===== config.mk =====
export PLATFORM = sky130hd
export DESIGN_NAME = nmr_shift_reg_scrub_flat
export DESIGN_NICKNAME = d
export VERILOG_FILES = /design/src/rtl/nmr_shift_reg_scrub_if.sv /design/src/rtl/nmr_shift_reg_scrub.sv /design/src/flat_wrapper.sv
export SDC_FILE = /design/constraint.sdc
export NUM_CORES = 1
export LEC_CHECK = 0
export BUFFER_PORTS_ARGS = -buffer_cell sky130_fd_sc_hd__clkbuf_2
export CAP_MARGIN = 20
export CORE_AREA = 2 2 121 123
export DETAILED_ROUTE_END_ITERATION = 8
export DIE_AREA = 0 0 123 125
export PLACE_DENSITY = 0.65
export SETUP_SLACK_MARGIN = 0.3
export SYNTH_ARGS = -nofsm -noshare
export SYNTH_HDL_FRONTEND = slang
export SYNTH_SLANG_ARGS = --single-unit

===== constraint.sdc =====
create_clock -name clk -period 2.95 [get_ports clk]
set_input_delay 0.885 -clock clk [delete_from_list [all_inputs] [get_ports clk]]
set_output_delay 0.885 -clock clk [all_outputs]
set_load 0.02 [all_outputs]

===== src/rtl/nmr_shift_reg_scrub_if.sv =====
// -----------------------------------------------------------------------------
// nmr_shift_reg_scrub_if
// Bus bundle for the N-modular-redundant scrubbing shift register.
//   master : functional controls, serial/parallel data in, fault-injection
//            strobe and error-clear; observes voted data and fault status.
//   slave  : the register itself.
// Signals:
//   enable, mode[1:0], load, serial_in, parallel_in[WIDTH]  functional inputs
//   inj_en, inj_sel[SEL_W], inj_mask[WIDTH]                 SEU injection
//   err_clr                                                 clear error stats
//   parallel_out[WIDTH], serial_out                         voted data
//   fault_vec[REPLICAS], fault_pulse, err_count[CNT_W],
//   replica_failed[REPLICAS]                                fault status
// -----------------------------------------------------------------------------
interface nmr_shift_reg_scrub_if #(
    parameter int unsigned WIDTH    = 16,
    parameter int unsigned REPLICAS = 3,
    parameter int unsigned CNT_W    = 8
);
    localparam int unsigned SEL_W = $clog2(REPLICAS);

    logic                enable;
    logic [1:0]          mode;
    logic                load;
    logic                serial_in;
    logic [WIDTH-1:0]    parallel_in;
    logic                inj_en;
    logic [SEL_W-1:0]    inj_sel;
    logic [WIDTH-1:0]    inj_mask;
    logic                err_clr;
    logic [WIDTH-1:0]    parallel_out;
    logic                serial_out;
    logic [REPLICAS-1:0] fault_vec;
    logic                fault_pulse;
    logic [CNT_W-1:0]    err_count;
    logic [REPLICAS-1:0] replica_failed;

    modport master (
        output enable, mode, load, serial_in, parallel_in,
        output inj_en, inj_sel, inj_mask, err_clr,
        input  parallel_out, serial_out, fault_vec, fault_pulse,
        input  err_count, replica_failed
    );

    modport slave (
        input  enable, mode, load, serial_in, parallel_in,
        input  inj_en, inj_sel, inj_mask, err_clr,
        output parallel_out, serial_out, fault_vec, fault_pulse,
        output err_count, replica_failed
    );
endinterface


===== src/rtl/nmr_shift_reg_scrub.sv =====
// -----------------------------------------------------------------------------
// nmr_shift_reg_scrub
// N-modular-redundant universal shift register with continuous scrubbing.
// Every replica is rewritten each cycle from the bitwise majority vote, so a
// single upset lives for exactly one cycle. Mismatches are reported per
// replica, counted (saturating), and replicas that disagree for FAULT_THRESH
// consecutive cycles get a sticky failed flag (report-only).
// Ports:
//   clk   rising-edge clock
//   rst   asynchronous active-low reset
//   bus   nmr_shift_reg_scrub_if.slave (controls, data, injection, status)
// Modes: 00 SISO right, 01 SISO left, 10 PISO (shift right, zero fill), 11 PIPO
// -----------------------------------------------------------------------------
module nmr_shift_reg_scrub #(
    parameter int unsigned WIDTH        = 16,
    parameter int unsigned REPLICAS     = 3,
    parameter int unsigned FAULT_THRESH = 4,
    parameter int unsigned CNT_W        = 8
) (
    input logic                 clk,
    input logic                 rst,
    nmr_shift_reg_scrub_if.slave bus
);
    localparam int unsigned SEL_W  = $clog2(REPLICAS);
    localparam int unsigned VCNT_W = $clog2(REPLICAS + 1);
    localparam int unsigned CONS_W = $clog2(FAULT_THRESH + 1);
    localparam int unsigned MAJ    = REPLICAS / 2;

    logic [REPLICAS-1:0][WIDTH-1:0]  rep_q;
    logic [REPLICAS-1:0]             fault_vec_q;
    logic                            fault_pulse_q;
    logic [CNT_W-1:0]                err_count_q;
    logic [REPLICAS-1:0][CONS_W-1:0] cons_q;
    logic [REPLICAS-1:0]             failed_q;

    logic [WIDTH-1:0]    voted_c;
    logic [WIDTH-1:0]    next_c;
    logic [REPLICAS-1:0] mismatch_c;

    // Per-bit strict majority across all replicas.
    function automatic logic [WIDTH-1:0] majority(
        input logic [REPLICAS-1:0][WIDTH-1:0] r
    );
        logic [VCNT_W-1:0] ones;
        logic [WIDTH-1:0]  v;
        v = '0;
        for (int b = 0; b < int'(WIDTH); b++) begin
            ones = '0;
            for (int k = 0; k < int'(REPLICAS); k++) begin
                ones = ones + VCNT_W'(r[k][b]);
            end
            v[b] = (ones > VCNT_W'(MAJ));
        end
        return v;
    endfunction

    // Vote and per-replica disagreement, straight from the flops.
    always_comb begin
        voted_c = majority(rep_q);
        for (int r = 0; r < int'(REPLICAS); r++) begin
            mismatch_c[r] = (rep_q[r] != voted_c);
        end
    end

    // Common next state; always derived from the vote, never a replica's own value.
    always_comb begin
        next_c = voted_c;
        if (bus.enable) begin
            case (bus.mode)
                2'b00: next_c = {bus.serial_in, voted_c[WIDTH-1:1]};
                2'b01: next_c = {voted_c[WIDTH-2:0], bus.serial_in};
                2'b10: next_c = bus.load ? bus.parallel_in : {1'b0, voted_c[WIDTH-1:1]};
                2'b11: next_c = bus.load ? bus.parallel_in : voted_c;
            endcase
        end
    end

    // Replica flops; an out-of-range inj_sel matches no replica and is ignored.
    always_ff @(posedge clk or negedge rst) begin
        if (!rst) begin
            rep_q <= '0;
        end else begin
            for (int r = 0; r < int'(REPLICAS); r++) begin
                rep_q[r] <= next_c ^ ((bus.inj_en && (bus.inj_sel == SEL_W'(r)))
                                      ? bus.inj_mask : '0);
            end
        end
    end

    // Fault reporting; unaffected by err_clr.
    always_ff @(posedge clk or negedge rst) begin
        if (!rst) begin
            fault_vec_q   <= '0;
            fault_pulse_q <= 1'b0;
        end else begin
            fault_vec_q   <= mismatch_c;
            fault_pulse_q <= |mismatch_c;
        end
    end

    // Saturating corrected-error counter; clear wins over increment.
    always_ff @(posedge clk or negedge rst) begin
        if (!rst) begin
            err_count_q <= '0;
        end else if (bus.err_clr) begin
            err_count_q <= '0;
        end else if ((|mismatch_c) && (err_count_q != '1)) begin
            err_count_q <= err_count_q + CNT_W'(1);
        end
    end

    // Consecutive-mismatch tracking and sticky failed flags.
    always_ff @(posedge clk or negedge rst) begin
        if (!rst) begin
            cons_q   <= '0;
            failed_q <= '0;
        end else if (bus.err_clr) begin
            cons_q   <= '0;
            failed_q <= '0;
        end else begin
            for (int r = 0; r < int'(REPLICAS); r++) begin
                if (mismatch_c[r]) begin
                    if (cons_q[r] != CONS_W'(FAULT_THRESH)) begin
                        cons_q[r] <= cons_q[r] + CONS_W'(1);
                    end
                    // Flag on the edge where the count reaches the threshold.
                    if (cons_q[r] >= CONS_W'(FAULT_THRESH - 1)) begin
                        failed_q[r] <= 1'b1;
                    end
                end else begin
                    cons_q[r] <= '0;
                end
            end
        end
    end

    assign bus.parallel_out   = voted_c;
    assign bus.serial_out     = bus.mode[0] ? voted_c[WIDTH-1] : voted_c[0];
    assign bus.fault_vec      = fault_vec_q;
    assign bus.fault_pulse    = fault_pulse_q;
    assign bus.err_count      = err_count_q;
    assign bus.replica_failed = failed_q;
endmodule


===== src/flat_wrapper.sv =====
// flat-port wrapper written by rule: the top's interface ports become plain ports
module nmr_shift_reg_scrub_flat 
#(
    parameter int unsigned WIDTH        = 16,
    parameter int unsigned REPLICAS     = 3,
    parameter int unsigned FAULT_THRESH = 4,
    parameter int unsigned CNT_W        = 8
)
  (clk, rst, bus_enable, bus_mode, bus_load, bus_serial_in, bus_parallel_in, bus_inj_en, bus_inj_sel, bus_inj_mask, bus_err_clr, bus_parallel_out, bus_serial_out, bus_fault_vec, bus_fault_pulse, bus_err_count, bus_replica_failed);
  nmr_shift_reg_scrub_if #(.WIDTH(WIDTH), .REPLICAS(REPLICAS), .CNT_W(CNT_W)) bus_i ();
  input logic clk;
  input logic rst;
  input wire logic [$bits(bus_i.enable)-1:0] bus_enable;
  input wire logic [$bits(bus_i.mode)-1:0] bus_mode;
  input wire logic [$bits(bus_i.load)-1:0] bus_load;
  input wire logic [$bits(bus_i.serial_in)-1:0] bus_serial_in;
  input wire logic [$bits(bus_i.parallel_in)-1:0] bus_parallel_in;
  input wire logic [$bits(bus_i.inj_en)-1:0] bus_inj_en;
  input wire logic [$bits(bus_i.inj_sel)-1:0] bus_inj_sel;
  input wire logic [$bits(bus_i.inj_mask)-1:0] bus_inj_mask;
  input wire logic [$bits(bus_i.err_clr)-1:0] bus_err_clr;
  output wire logic [$bits(bus_i.parallel_out)-1:0] bus_parallel_out;
  output wire logic [$bits(bus_i.serial_out)-1:0] bus_serial_out;
  output wire logic [$bits(bus_i.fault_vec)-1:0] bus_fault_vec;
  output wire logic [$bits(bus_i.fault_pulse)-1:0] bus_fault_pulse;
  output wire logic [$bits(bus_i.err_count)-1:0] bus_err_count;
  output wire logic [$bits(bus_i.replica_failed)-1:0] bus_replica_failed;
  assign bus_i.enable = bus_enable;
  assign bus_i.mode = bus_mode;
  assign bus_i.load = bus_load;
  assign bus_i.serial_in = bus_serial_in;
  assign bus_i.parallel_in = bus_parallel_in;
  assign bus_i.inj_en = bus_inj_en;
  assign bus_i.inj_sel = bus_inj_sel;
  assign bus_i.inj_mask = bus_inj_mask;
  assign bus_i.err_clr = bus_err_clr;
  assign bus_parallel_out = bus_i.parallel_out;
  assign bus_serial_out = bus_i.serial_out;
  assign bus_fault_vec = bus_i.fault_vec;
  assign bus_fault_pulse = bus_i.fault_pulse;
  assign bus_err_count = bus_i.err_count;
  assign bus_replica_failed = bus_i.replica_failed;
  nmr_shift_reg_scrub #(.WIDTH(WIDTH), .REPLICAS(REPLICAS), .FAULT_THRESH(FAULT_THRESH), .CNT_W(CNT_W)) u_core (.clk(clk), .rst(rst), .bus(bus_i));
endmodule

==> results_tabular.tex <==
\begin{tabular}{lr}
\hline
Metric & Value \\
\hline
\multicolumn{2}{l}{\textbf{Power and ir drop}} \\
\quad Net Sw Frac & 45.52\% \\
\quad Portion of total power attributed to combinational logic & 60.6\% \\
\quad LEAKAGE & 2.544 nW \\
\quad Power density over the cells & 1205 nW/um\^{}2 \\
\quad Switching power & 0.003290 W \\
\quad Clock network fraction of total power & 14.8\% \\
\quad Worst supply voltage drop on vdd & 0.5861 mV \\
\quad Register share of total power & 24.6\% \\
\quad Internal power & 0.003937 W \\
\multicolumn{2}{l}{\textbf{Clock network}} \\
\quad Clock-pin slew on the worst setup and hold paths & 0.06 ns \\
\quad Count of H-tree levels built during CTS & 3 \\
\quad Num Clock Sinks & 72 \\
\quad Clk Latency, worst-skew pair & 0.33 ns \\
\quad Hold\_buf cts & 0 \\
\quad CTS Buf Count & 9 \\
\quad CTS tree & done \\
\quad Root Buffer & clkbuf\_16 \\
\quad Buffer levels on the longest clock path & 2 \\
\multicolumn{2}{l}{\textbf{Global route}} \\
\quad Global-route usage over all layers & 17.26\% \\
\quad Wire length of the first global-routing pass & 20920 um \\
\quad Via count of the first global-routing pass & 4223 \\
\quad Final global-route overflow total & 0 \\
\quad Initial antenna violation count & 0 \\
\quad Maximum number of pins on one net before global-route repair & 47 \\
\multicolumn{2}{l}{\textbf{Finish}} \\
\quad Layout cells sized above 1 & 26.05\% \\
\quad Number of nets in the layout & 686 \\
\quad Most common library cell in the layout ignoring fill and taps & xnor2\_1 \\
\quad Commonest cells after routing, fill and taps aside & xnor2\_1, clkbuf\_2, dfrtp\_1 \\
\quad Final cell utilization of the core & 42.23\% \\
\quad Area added between synthesis and finish & 24.33\% \\
\quad Antenna fix cells & 0 \\
\multicolumn{2}{l}{\textbf{Timing}} \\
\quad Final Hold Fails & 0 \\
\quad Maximum clock rate & 384.7 MHz \\
\quad Summed negative setup slack over all endpoints & 0 ns \\
\quad Share of the cycle needed by the critical path after routing & 88.13\% \\
\quad Setup clock skew after layout & 0.004931 ns \\
\quad Final setup violating endpoints & 0 \\
\quad Least-Margin Pin Slew & 0.6482 ns \\
\quad Setup repair after global routing missed its margin & yes \\
\quad Tmin final & 2.600 ns \\
\quad Final Max Slew Viols & 0 \\
\quad Slew Limit Headroom & 56.78\% \\
\multicolumn{2}{l}{\textbf{Floorplan}} \\
\quad Core area & 14200 um\^{}2 \\
\quad Die Footprint & 15380 um\^{}2 \\
\quad IO Pins & 75 \\
\quad Initial standard-cell utilization of the core & 33.97\% \\
\quad Placement row count & 44 \\
\quad Height of the die & 125 um \\
\quad Die Wd & 123 um \\
\multicolumn{2}{l}{\textbf{Logic synthesis}} \\
\quad Number of synthesized flops with an enable pin & 0 \\
\quad Seq cells post-synth & 72 \\
\quad Number of nets in the synthesized netlist & 591 \\
\quad Synth Warn \# & 0 \\
\quad Post-synthesis instance area & 4825 um\^{}2 \\
\quad Synthesized area per cell & 9.243 um\^{}2 \\
\quad Async set-reset flop share out of synthesis & 100.0\% \\
\quad Gate count of the mapped netlist & 522 \\
\quad Post-synth cell types & 44 \\
\quad Top\_reg\_cell synth & dfrtp\_1 \\
\quad Sequential-to-total area share from yosys stat & 37.34\% \\
\multicolumn{2}{l}{\textbf{Critical path}} \\
\quad Required arrival time at the worst endpoint & 3.15 ns \\
\quad Worst reg2reg path endpoint & u\_core.bus.err\_count[1] \\
\quad Critical path data arrival time & 2.80 ns \\
\quad Critical Path Stages & 10 \\
\quad Worst reg-to-reg path cell count & 10 \\
\quad CP Launch Type & register \\
\quad Type of element capturing the critical path & register \\
\quad Critical path's largest stage delay & 0.43 ns \\
\quad Critical path launch point & u\_core.rep\_q[32] \\
\quad Timing endpoint of the critical path & u\_core.bus.err\_count[1] \\
\quad Setup slack of the most critical reg-to-reg path & 0.35 ns \\
\quad Cell family with most CP delay & simple AND/OR/NAND/NOR gates \\
\quad Highest-delay cell along the critical path & dfrtp\_1 \\
\quad Largest fanout on the critical path & 6 \\
\quad Critical R2R Launch & u\_core.rep\_q[32] \\
\quad Critical path buffers and inverters & 2 \\
\quad Category of the most critical setup path & register to register \\
\quad Cell chain of the critical path & ha\_4, nor3b\_2, nor4\_2, nand4\_1, nor3\_4, inv\_2, o31ai\_4, buf\_6, mux2i\_1, nor2\_1 \\
\multicolumn{2}{l}{\textbf{Route}} \\
\quad Avg WL per Cell & 16.29 um \\
\quad Final antenna-violating net count & 0 \\
\quad DR vias & 4257 \\
\quad 1st-iter DRT viols & 265 \\
\quad Wire length reported by the detailed router & 13130 um \\
\quad Detailed-route DRC error count & 0 \\
\quad DR vias/cell & 5.282 \\
\quad Iteration count of the initial detailed-routing pass & 5 \\
\multicolumn{2}{l}{\textbf{Flow run}} \\
\quad Number of maximum-capacitance violations & 0 \\
\multicolumn{2}{l}{\textbf{Status}} \\
\quad Result of the run & finished clean \\
\multicolumn{2}{l}{\textbf{Placed design}} \\
\quad IO buf count & 74 \\
\quad Detailed placer's ending HPWL & 9610 um \\
\quad Placer Congestion & 0.8939 \\
\multicolumn{2}{l}{\textbf{Min path}} \\
\quad Hold/Removal Path Class & register to register \\
\hline
\end{tabular}
[power by group through the flow]
stage	clock, W	combinational, W	sequential, W
after detailed placement	0	0.00388	0.00177
after floorplan	0	0.00291	0.00169
after global placement	0	0.00379	0.00175
after CTS	0.00109	0.00397	0.00176
final	0.00107	0.00438	0.00178
after global routing	0.00113	0.00473	0.00183
[cell type report]
| type | count | area [um^2] |
|---|---|---|
| clock buffer | 11 | 232.7 |
| clock inverter | 5 | 56.30 |
| fill | 1387 | 8205 |
| inverter | 37 | 138.9 |
| multi-input combinational | 391 | 2908 |
| sequential | 72 | 1802 |
| tap | 184 | 230.2 |
| timing repair buffer | 106 | 630.6 |
[through the flow]
| step | std cells | setup slack [ns] | hold WS, ns | instance area (um^2) | power [W] |
|---|---|---|---|---|---|
| 4_1_cts | 788 | 0.2944 | 0.5073 | 5768 | 0.006825 |
| 3_5_place_dp | 768 | 0.1173 | 0.4911 | 5435 | 0.005650 |
| 2_1_floorplan | 522 | 0.4050 | 0.5368 | 4830 | 0.004599 |
| 3_3_place_gp | 768 | 0.1844 | 0.4763 | 5435 | 0.005539 |
| 5_1_grt | 806 | 0.2469 | 0.5533 | 5998 | 0.007695 |
| 6_report | 806 | 0.3503 | 0.5086 | 5998 | 0.007227 |
[cells in the mapped netlist (6+ instances only)]
cell type	count	area, um^2
o21ai_0	25	125.1
a21oi_1	35	175.2
clkbuf_1	18	67.56
nor2_1	33	123.9
nand3_1	6	30.03
o221ai_1	14	122.6
inv_1	36	135.1
nor3b_1	13	97.59
nand2_1	57	214.0
a21oi_4	12	195.2
o21ai_1	11	55.05
ha_1	26	325.3
a221oi_1	14	122.6
xnor2_1	80	700.7
dfrtp_1	72	1802
[sequential cells by signal, summed over array words and instances, names as in the netlist]
signal,count
u_core.rep_q,48
u_core.cons_q,9
u_core.bus.err_count,8
u_core.bus.fault_pulse,1
u_core.bus.replica_failed,3
u_core.bus.fault_vec,3
[worst register-to-register path: cells and delay by family, from the launching register on]
family	cells	cell delay, ns
DFF	1	0.43
AOI/OAI and AO/OA	1	0.29
and+or+nand+nor	5	1.01
muxes	1	0.18
buffers and inverters	2	0.27
adders and majority gates	1	0.31
[worst min path at each step]
| stage | startpoint | end | slack, ns | depth (start not counted) |
|---|---|---|---|---|
| after floorplan | u_core.cons_q[0] | u_core.cons_q[0] | 0.54 | 2 |
| after global placement | u_core.bus.replica_failed[2] | u_core.bus.replica_failed[2] | 0.48 | 2 |
| after detailed placement | u_core.bus.replica_failed[0] | u_core.bus.replica_failed[0] | 0.49 | 2 |
| after CTS | u_core.bus.replica_failed[0] | u_core.bus.replica_failed[0] | 0.51 | 2 |
| after global routing | u_core.bus.replica_failed[0] | u_core.bus.replica_failed[0] | 0.55 | 2 |
| final | u_core.bus.replica_failed[0] | u_core.bus.replica_failed[0] | 0.51 | 2 |
[cell families after synthesis]
family,Yosys count,synth area share [%]
multiplexers,2,0.4150
flip-flops,72,37.34
XOR/XNOR,84,15.25
adder cells (fa/ha/maj),26,6.743
AND/OR/NAND/NOR,151,16.21
AO/OA/AOI/OAI,128,19.37
buffers and inverters,59,4.668
[repair_timing]
action                                  CTS  global route
cloned                                    0             1
endpoints found under the setup margin    9            16
gates resized for setup                   2            17
pin swaps                                 3            24
setup buffers                             4            17
[metal layers]
layer	global-route usage (%)	routed length [um]
met1	22.47	5678
met2	28.47	6303
met3	3.376	809
met4	5.949	337
met5	0	0
Note: power is estimated with default switching activity, not from simulation.
